## src/rtl/hazard_pkg.sv

```systemverilog
// Shared types and constants for the load-use / memory-wait hazard controller.
package hazard_pkg;

  typedef enum logic [1:0] {
    RUN      = 2'd0,
    LU_STALL = 2'd1,
    MEM_WAIT = 2'd2
  } state_e;

  localparam logic [5:0] OPC_LW   = 6'b100011;
  localparam logic [5:0] OPC_XORI = 6'b001110;
  localparam int         CNT_W    = 2;

  // Remaining LU_STALL cycles after the zero-latency bubble issued from RUN.
  function automatic logic [CNT_W-1:0] lu_cnt_load(input int unsigned lu_cycles);
    logic [31:0] rem;
    rem = lu_cycles - 32'd1;
    return rem[CNT_W-1:0];
  endfunction

endpackage

```

## src/rtl/hazard_reg_cmp.sv

```systemverilog
// Register-address equality compare; a match against register zero never counts.
module hazard_reg_cmp #(
  parameter int REG_AW = 5
) (
  input  logic [REG_AW-1:0] src_i,
  input  logic [REG_AW-1:0] dst_i,
  output logic              match_o
);

  assign match_o = (src_i == dst_i) && (dst_i != {REG_AW{1'b0}});

endmodule

```

## src/rtl/hazard_stall_ctrl.sv

```systemverilog
// Load-use / data-memory-wait hazard controller with branch-flush priority.
// Optional HAZARD_PERF_CNT_EN adds saturating stall-cycle performance counters.
module hazard_stall_ctrl
  import hazard_pkg::*;
#(
  parameter int              REG_AW          = 5,
  parameter int              OP_W            = 6,
  parameter int              LOAD_USE_CYCLES = 1,
  parameter logic [OP_W-1:0] OPC_RT_DST0     = OPC_LW,
  parameter logic [OP_W-1:0] OPC_RT_DST1     = OPC_XORI
) (
  input  logic              clk,
  input  logic              rst_n,
  input  logic              ex_mem_read,
  input  logic [REG_AW-1:0] ex_rt,
  input  logic              id_valid,
  input  logic [REG_AW-1:0] id_rs,
  input  logic [REG_AW-1:0] id_rt,
  input  logic [OP_W-1:0]   id_op,
  input  logic              mem_req,
  input  logic              mem_ready,
  input  logic              branch_taken,
`ifdef HAZARD_PERF_CNT_EN
  output logic [31:0]       perf_lu_cycles,
  output logic [31:0]       perf_mem_cycles,
`endif
  output logic              pc_we,
  output logic              ifid_we,
  output logic              idex_flush,
  output logic              ifid_flush,
  output logic              pipe_hold,
  output logic              stall_busy
);

  localparam logic [CNT_W-1:0] LU_LOAD = lu_cnt_load(LOAD_USE_CYCLES);

  state_e           state_q, state_d;
  logic [CNT_W-1:0] cnt_q, cnt_d;
  logic             ret_q, ret_d;

  logic rs_match_s, rt_match_s, rt_is_src_s, lu_haz_s, mem_wait_s;
  logic pc_we_s, ifid_we_s, idex_flush_s, ifid_flush_s, pipe_hold_s;

  hazard_reg_cmp #(.REG_AW(REG_AW)) u_cmp_rs (.src_i(id_rs), .dst_i(ex_rt), .match_o(rs_match_s));
  hazard_reg_cmp #(.REG_AW(REG_AW)) u_cmp_rt (.src_i(id_rt), .dst_i(ex_rt), .match_o(rt_match_s));

  assign rt_is_src_s = (id_op != OPC_RT_DST0) && (id_op != OPC_RT_DST1);
  assign lu_haz_s    = ex_mem_read && id_valid && (rs_match_s || (rt_match_s && rt_is_src_s));
  assign mem_wait_s  = mem_req && !mem_ready;

  // State, bubble counter and MEM_WAIT return flag.
  always_ff @(posedge clk or negedge rst_n) begin
    if (!rst_n) begin
      state_q <= RUN;
      cnt_q   <= {CNT_W{1'b0}};
      ret_q   <= 1'b0;
    end else begin
      state_q <= state_d;
      cnt_q   <= cnt_d;
      ret_q   <= ret_d;
    end
  end

  // Next-state logic; MEM_WAIT ignores branches because EX is frozen.
  always_comb begin
    state_d = state_q;
    cnt_d   = cnt_q;
    ret_d   = ret_q;
    case (state_q)
      RUN: begin
        if (branch_taken) begin
          cnt_d = {CNT_W{1'b0}};
        end else if (mem_wait_s) begin
          state_d = MEM_WAIT;
          ret_d   = 1'b0;
        end else if (lu_haz_s && (LOAD_USE_CYCLES > 1)) begin
          state_d = LU_STALL;
          cnt_d   = LU_LOAD;
        end else begin
          state_d = RUN;
        end
      end
      LU_STALL: begin
        if (branch_taken) begin
          state_d = RUN;
          cnt_d   = {CNT_W{1'b0}};
        end else if (mem_wait_s) begin
          state_d = MEM_WAIT;
          ret_d   = 1'b1;
        end else begin
          cnt_d = cnt_q - {{(CNT_W-1){1'b0}}, 1'b1};
          if (cnt_q <= {{(CNT_W-1){1'b0}}, 1'b1}) begin
            state_d = RUN;
          end else begin
            state_d = LU_STALL;
          end
        end
      end
      MEM_WAIT: begin
        if (mem_ready) begin
          state_d = ret_q ? LU_STALL : RUN;
          ret_d   = 1'b0;
        end else begin
          state_d = MEM_WAIT;
        end
      end
      default: begin
        state_d = RUN;
        cnt_d   = {CNT_W{1'b0}};
        ret_d   = 1'b0;
      end
    endcase
  end

  // Output decode; reset forces the free-running pattern regardless of inputs.
  always_comb begin
    pc_we_s      = 1'b1;
    ifid_we_s    = 1'b1;
    idex_flush_s = 1'b0;
    ifid_flush_s = 1'b0;
    pipe_hold_s  = 1'b0;
    if (!rst_n) begin
      pc_we_s = 1'b1;
    end else begin
      case (state_q)
        RUN: begin
          if (branch_taken) begin
            ifid_flush_s = 1'b1;
            idex_flush_s = 1'b1;
          end else if (mem_wait_s) begin
            pc_we_s     = 1'b0;
            ifid_we_s   = 1'b0;
            pipe_hold_s = 1'b1;
          end else if (lu_haz_s) begin
            pc_we_s      = 1'b0;
            ifid_we_s    = 1'b0;
            idex_flush_s = 1'b1;
          end else begin
            pc_we_s = 1'b1;
          end
        end
        LU_STALL: begin
          if (branch_taken) begin
            ifid_flush_s = 1'b1;
            idex_flush_s = 1'b1;
          end else begin
            pc_we_s      = 1'b0;
            ifid_we_s    = 1'b0;
            idex_flush_s = 1'b1;
          end
        end
        MEM_WAIT: begin
          pc_we_s     = 1'b0;
          ifid_we_s   = 1'b0;
          pipe_hold_s = 1'b1;
        end
        default: begin
          pc_we_s = 1'b1;
        end
      endcase
    end
  end

  assign pc_we      = pc_we_s;
  assign ifid_we    = ifid_we_s;
  assign idex_flush = idex_flush_s;
  assign ifid_flush = ifid_flush_s;
  assign pipe_hold  = pipe_hold_s;
  assign stall_busy = rst_n && (state_q != RUN);

`ifdef HAZARD_PERF_CNT_EN
  logic [31:0] perf_lu_q, perf_mem_q;
  logic        lu_pat_s;

  assign lu_pat_s = idex_flush_s && !ifid_flush_s;

  // Saturating counters of load-use stall and memory-hold cycles.
  always_ff @(posedge clk or negedge rst_n) begin
    if (!rst_n) begin
      perf_lu_q  <= 32'd0;
      perf_mem_q <= 32'd0;
    end else begin
      if (lu_pat_s && (perf_lu_q != 32'hFFFF_FFFF)) begin
        perf_lu_q <= perf_lu_q + 32'd1;
      end
      if (pipe_hold_s && (perf_mem_q != 32'hFFFF_FFFF)) begin
        perf_mem_q <= perf_mem_q + 32'd1;
      end
    end
  end

  assign perf_lu_cycles  = perf_lu_q;
  assign perf_mem_cycles = perf_mem_q;
`endif

endmodule

```

## config.mk

```make
export PLATFORM = sky130hd
export DESIGN_NAME = hazard_stall_ctrl
export DESIGN_NICKNAME = d
export VERILOG_FILES = /design/src/rtl/hazard_pkg.sv /design/src/rtl/hazard_reg_cmp.sv /design/src/rtl/hazard_stall_ctrl.sv
export SDC_FILE = /design/constraint.sdc
export NUM_CORES = 1
export LEC_CHECK = 0
export CAP_MARGIN = 20
export CORE_MARGIN = 5
export CORE_UTILIZATION = 34
export DETAILED_ROUTE_END_ITERATION = 8
export GPL_TIMING_DRIVEN = 0
export PLACE_DENSITY_LB_ADDON = 0.3
export SYNTH_ARGS = -nofsm -noshare
export SYNTH_HDL_FRONTEND = slang
export SYNTH_SLANG_ARGS = --single-unit
```

## constraint.sdc

```tcl
create_clock -name clk -period 2.6 [get_ports clk]
set_input_delay 0.65 -clock clk [delete_from_list [all_inputs] [get_ports clk]]
set_output_delay 0.65 -clock clk [all_outputs]
set_load 0.005 [all_outputs]
```

==> results of run 1 <==
final cells by class:
type                            instances  area (um2)  area share (%)
Sequential cell                         5         125            12.5
Timing Repair Buffer                   41         378            37.6
Buffer                                  1        3.75           0.374
Multi-Input combinational cell         50         442            44.0
Tap cell                               15        18.8            1.87
Inverter                                3        11.3            1.12
Clock buffer                            4        26.3            2.62
flip-flops by register name (all words and copies together), names as in the netlist:
signal / cells
cnt_q: 2
ret_q: 1
state_q: 2
worst max path at each step:
stage | to | cells past startpoint | slack [ns]
3_5_place_dp | pc_we | 7 | -0.90
2_1_floorplan | pc_we | 5 | 0.13
5_1_grt | idex_flush | 8 | -0.11
6_report | idex_flush | 8 | -0.06
3_3_place_gp | pc_we | 7 | -0.89
4_1_cts | pc_we | 8 | -0.19
where the power goes:
part	internal [mW]	switching [mW]	leakage [nW]	total (mW)
logic	0.0682	0.0482	0.389	0.116
registers	0.0793	0.000515	0.0692	0.0798
clock network	0.0577	0.0273	0.0150	0.0850
layout by cell type (no fill, tap or decap), drive strengths merged, types with 3 or more instances in the layout:
master,instances
buf,17
clkbuf,9
xor2,8
nor2,7
dlygate4sd2,7
clkdlybuf4s50,6
dfrtp,5
dlymetal6s2s,5
nor2b,3
inv,3
repair_timing:
action / CTS / global route
endpoints found under the setup margin: 6 / 5
pin swaps: 10 / 13
gates resized for setup: 61 / 30
setup buffers: 4 / 4
metal layers:
| metal | vias to the layer above | wire length [um] | share of wire [%] |
|---|---|---|---|
| met5 | - | 0 | 0 |
| met4 | 0 | 18 | 1.0 |
| li1 | 306 | - | - |
| met3 | 2 | 66 | 3.8 |
| met1 | 295 | 602 | 35 |
| met2 | 16 | 1040 | 60 |
logic make-up after synthesis:
kind of cell | share of synthesized area, %
DFF | 24.9
xor gates and xnor gates | 17.4
buffers and inverters | 4.48
AOI/OAI and AO/OA | 20.4
and+or+nand+nor | 28.1
muxes | 2.24
adders and majority gates | 2.49
worst max-delay path, cell delays in order:
cell	delay [ns]
sky130_fd_sc_hd__buf_8	0.10
sky130_fd_sc_hd__nor4bb_4	0.28
sky130_fd_sc_hd__a31oi_2	0.08
sky130_fd_sc_hd__o311ai_4	0.30
sky130_fd_sc_hd__buf_4	0.17
sky130_fd_sc_hd__a21oi_2	0.04
sky130_fd_sc_hd__o31a_1	0.26
sky130_fd_sc_hd__buf_2	0.12
==> summary by stage, run 1 <==
Route
After detailed routing, the total wire length is 1720 um. The first routing iteration left 3 violations. For this run, the detailed router's first-pass iteration total came to 2. The wire length per cell is 14.5 um. The remaining number of nets flagged by the antenna check after routing is 0. The total DRC errors in the routed layout is 0. The per-cell via count in the routed design is 5.20. The routed layout has 619 vias.

Critical path
Tracing the worst setup path back leads to its startpoint at id_op[3]. The critical path is of the in2out type. The worst register-to-register path has a setup slack of 1.06 ns. The critical path required time is 1.95 ns. The category of the worst setup path capture point is a primary output. The worst setup path is launched from a primary input. The worst register-to-register path has a depth of 4. Of all nets on the critical path, the largest fanout is 2.

The data arrival at the endpoint of the critical path is 2.01 ns. In this run the critical register-to-register path is captured at cnt_q[0]. The startpoint of the worst register-to-register path is state_q[1].

Outcome
The run finished, with violations left. The final reports fail on negative setup slack.

GRT
The first global-routing pass estimated 2780 um of wire. The total global routing overflow is 0. The met3 usage is 3.67%. The via count of the first global-routing pass was 644. Entering global routing, the biggest net connects 11 pins. Global routing used 26.7% of the available met2 tracks.

The initial antenna violation count is 0. The global-route layer with the greatest usage is met2. The met1 layer usage reported by global route is 13.7%. The overall track demand over capacity in global routing is 14.2%.

CTS
The buffer levels on the longest clock path is 2. The root buffer cell is sky130_fd_sc_hd__clkbuf_4. The clock latency on the worst-skew pair is 0.23 ns. The CTS tree is done.

Buffers inserted during clock tree synthesis total 3. The total clock sinks is 5. In this run the number of H-tree levels came out at 1. The register clock-pin slew on the reported worst setup and hold paths is 0.04 ns. The quantity of hold-fixing buffers added after cts is 0.

Finish
Once layout is done, the placed cells without fillers occupy 1000 um2. The finished layout holds 119 standard cells, fillers aside. The count of filler cells inserted in the layout is 94. Cells fill 74.4% of the core in the end. The layout net count is 134. Of the cells placed in the final design, the portion with a size suffix greater than 1 is 33.7%. From synthesis to final layout, the design area changed by 99.8%. The count of antenna diodes in the layout is 0.

Logic synthesis
Summed over its instances, the top area cell type makes up 24.9% of the synthesized netlist area. The number of warnings issued by yosys is 0. The mapped netlist covers 503 um2.

The count of flip-flops with a built-in enable after synthesis is 0. The number of nets in the synthesized netlist is 89. Among all flip-flop cells after synthesis, the most frequent one is sky130_fd_sc_hd__dfrtp_1. The fraction of registers with async set or reset after synthesis is 100%.

The cell type contributing the most total cell area after synthesis is sky130_fd_sc_hd__dfrtp_1. Among all cell types in the netlist, the one instantiated most often is sky130_fd_sc_hd__xor2_1. Counting instances in the post-synthesis netlist gives the leading cell types as sky130_fd_sc_hd__xor2_1, sky130_fd_sc_hd__nor2_1, sky130_fd_sc_hd__dfrtp_1.

A synthesized cell averages 8.38 um2. Synthesis inferred 5 register bits. Synthesis produced 60 cells. Sorting the synthesized cells by area gives the leading types as sky130_fd_sc_hd__dfrtp_1, sky130_fd_sc_hd__xor2_1, sky130_fd_sc_hd__nor2_1. After synthesis, flip-flops and latches occupy 24.9% of the total area. The count of distinct cell types in the synthesized netlist is 32.

Floorplan
The y dimension of the die is 48.5 um. The floorplan has 13 rows. The number of top-level pins is 34. The die is 48.5 um wide.

The effective utilization at floorplan is 37.3%. After floorplanning, the core was sized to cover 1350 um2. The die covers 2350 um2.

Placement
The instance area at placement is 852 um2. After legalization and detailed placement, the total HPWL measured 1330 um. Counting tap cells, the placed design contains a total of 108 instances. The congestion estimate from routability-driven global placement came to 0.743. The count of buffers added on input and output ports is 33. Prior to clock tree synthesis, the placed netlist has a worst setup slack of -0.900 ns.

Timing
The worst slew margin relative to its limit is 65.8%. The maximum clock frequency is 376 MHz. The max-slew violation total from the final report is 0.

The setup TNS is -0.103 ns. Setup repair after global routing could not meet its margin everywhere. Setup violations remaining at the end of the flow were counted as 2.

The worst clock skew is 0.000413 ns. The final hold violation count is 0. The final-layout worst hold slack is 0.263 ns. The routed design could run at a clock period as short as 2.66 ns.

The transition time at the pin with the least slew margin is 0.506 ns. The post-route clock period utilization is 102%. After layout, the worst setup slack is -0.0589 ns.

Run
The max-capacitance violation count is 0.

Power
In this run the static leakage power is 0.473 nW. The areal power density over the cells is 280 nW/um2. The maximum vdd drop is 297 uV. The design draws 0.281 mW.

Min path
The worst min-delay path class is in2async.
No activity file was read; power rests on OpenSTA's default activity.
==> run 2, diff against run 1 <==
CTS_CLUSTER_DIAMETER = 200   (was unset)
==> results of run 2 <==
The final DEF is identical to that of run 1; final timing and power are the same.
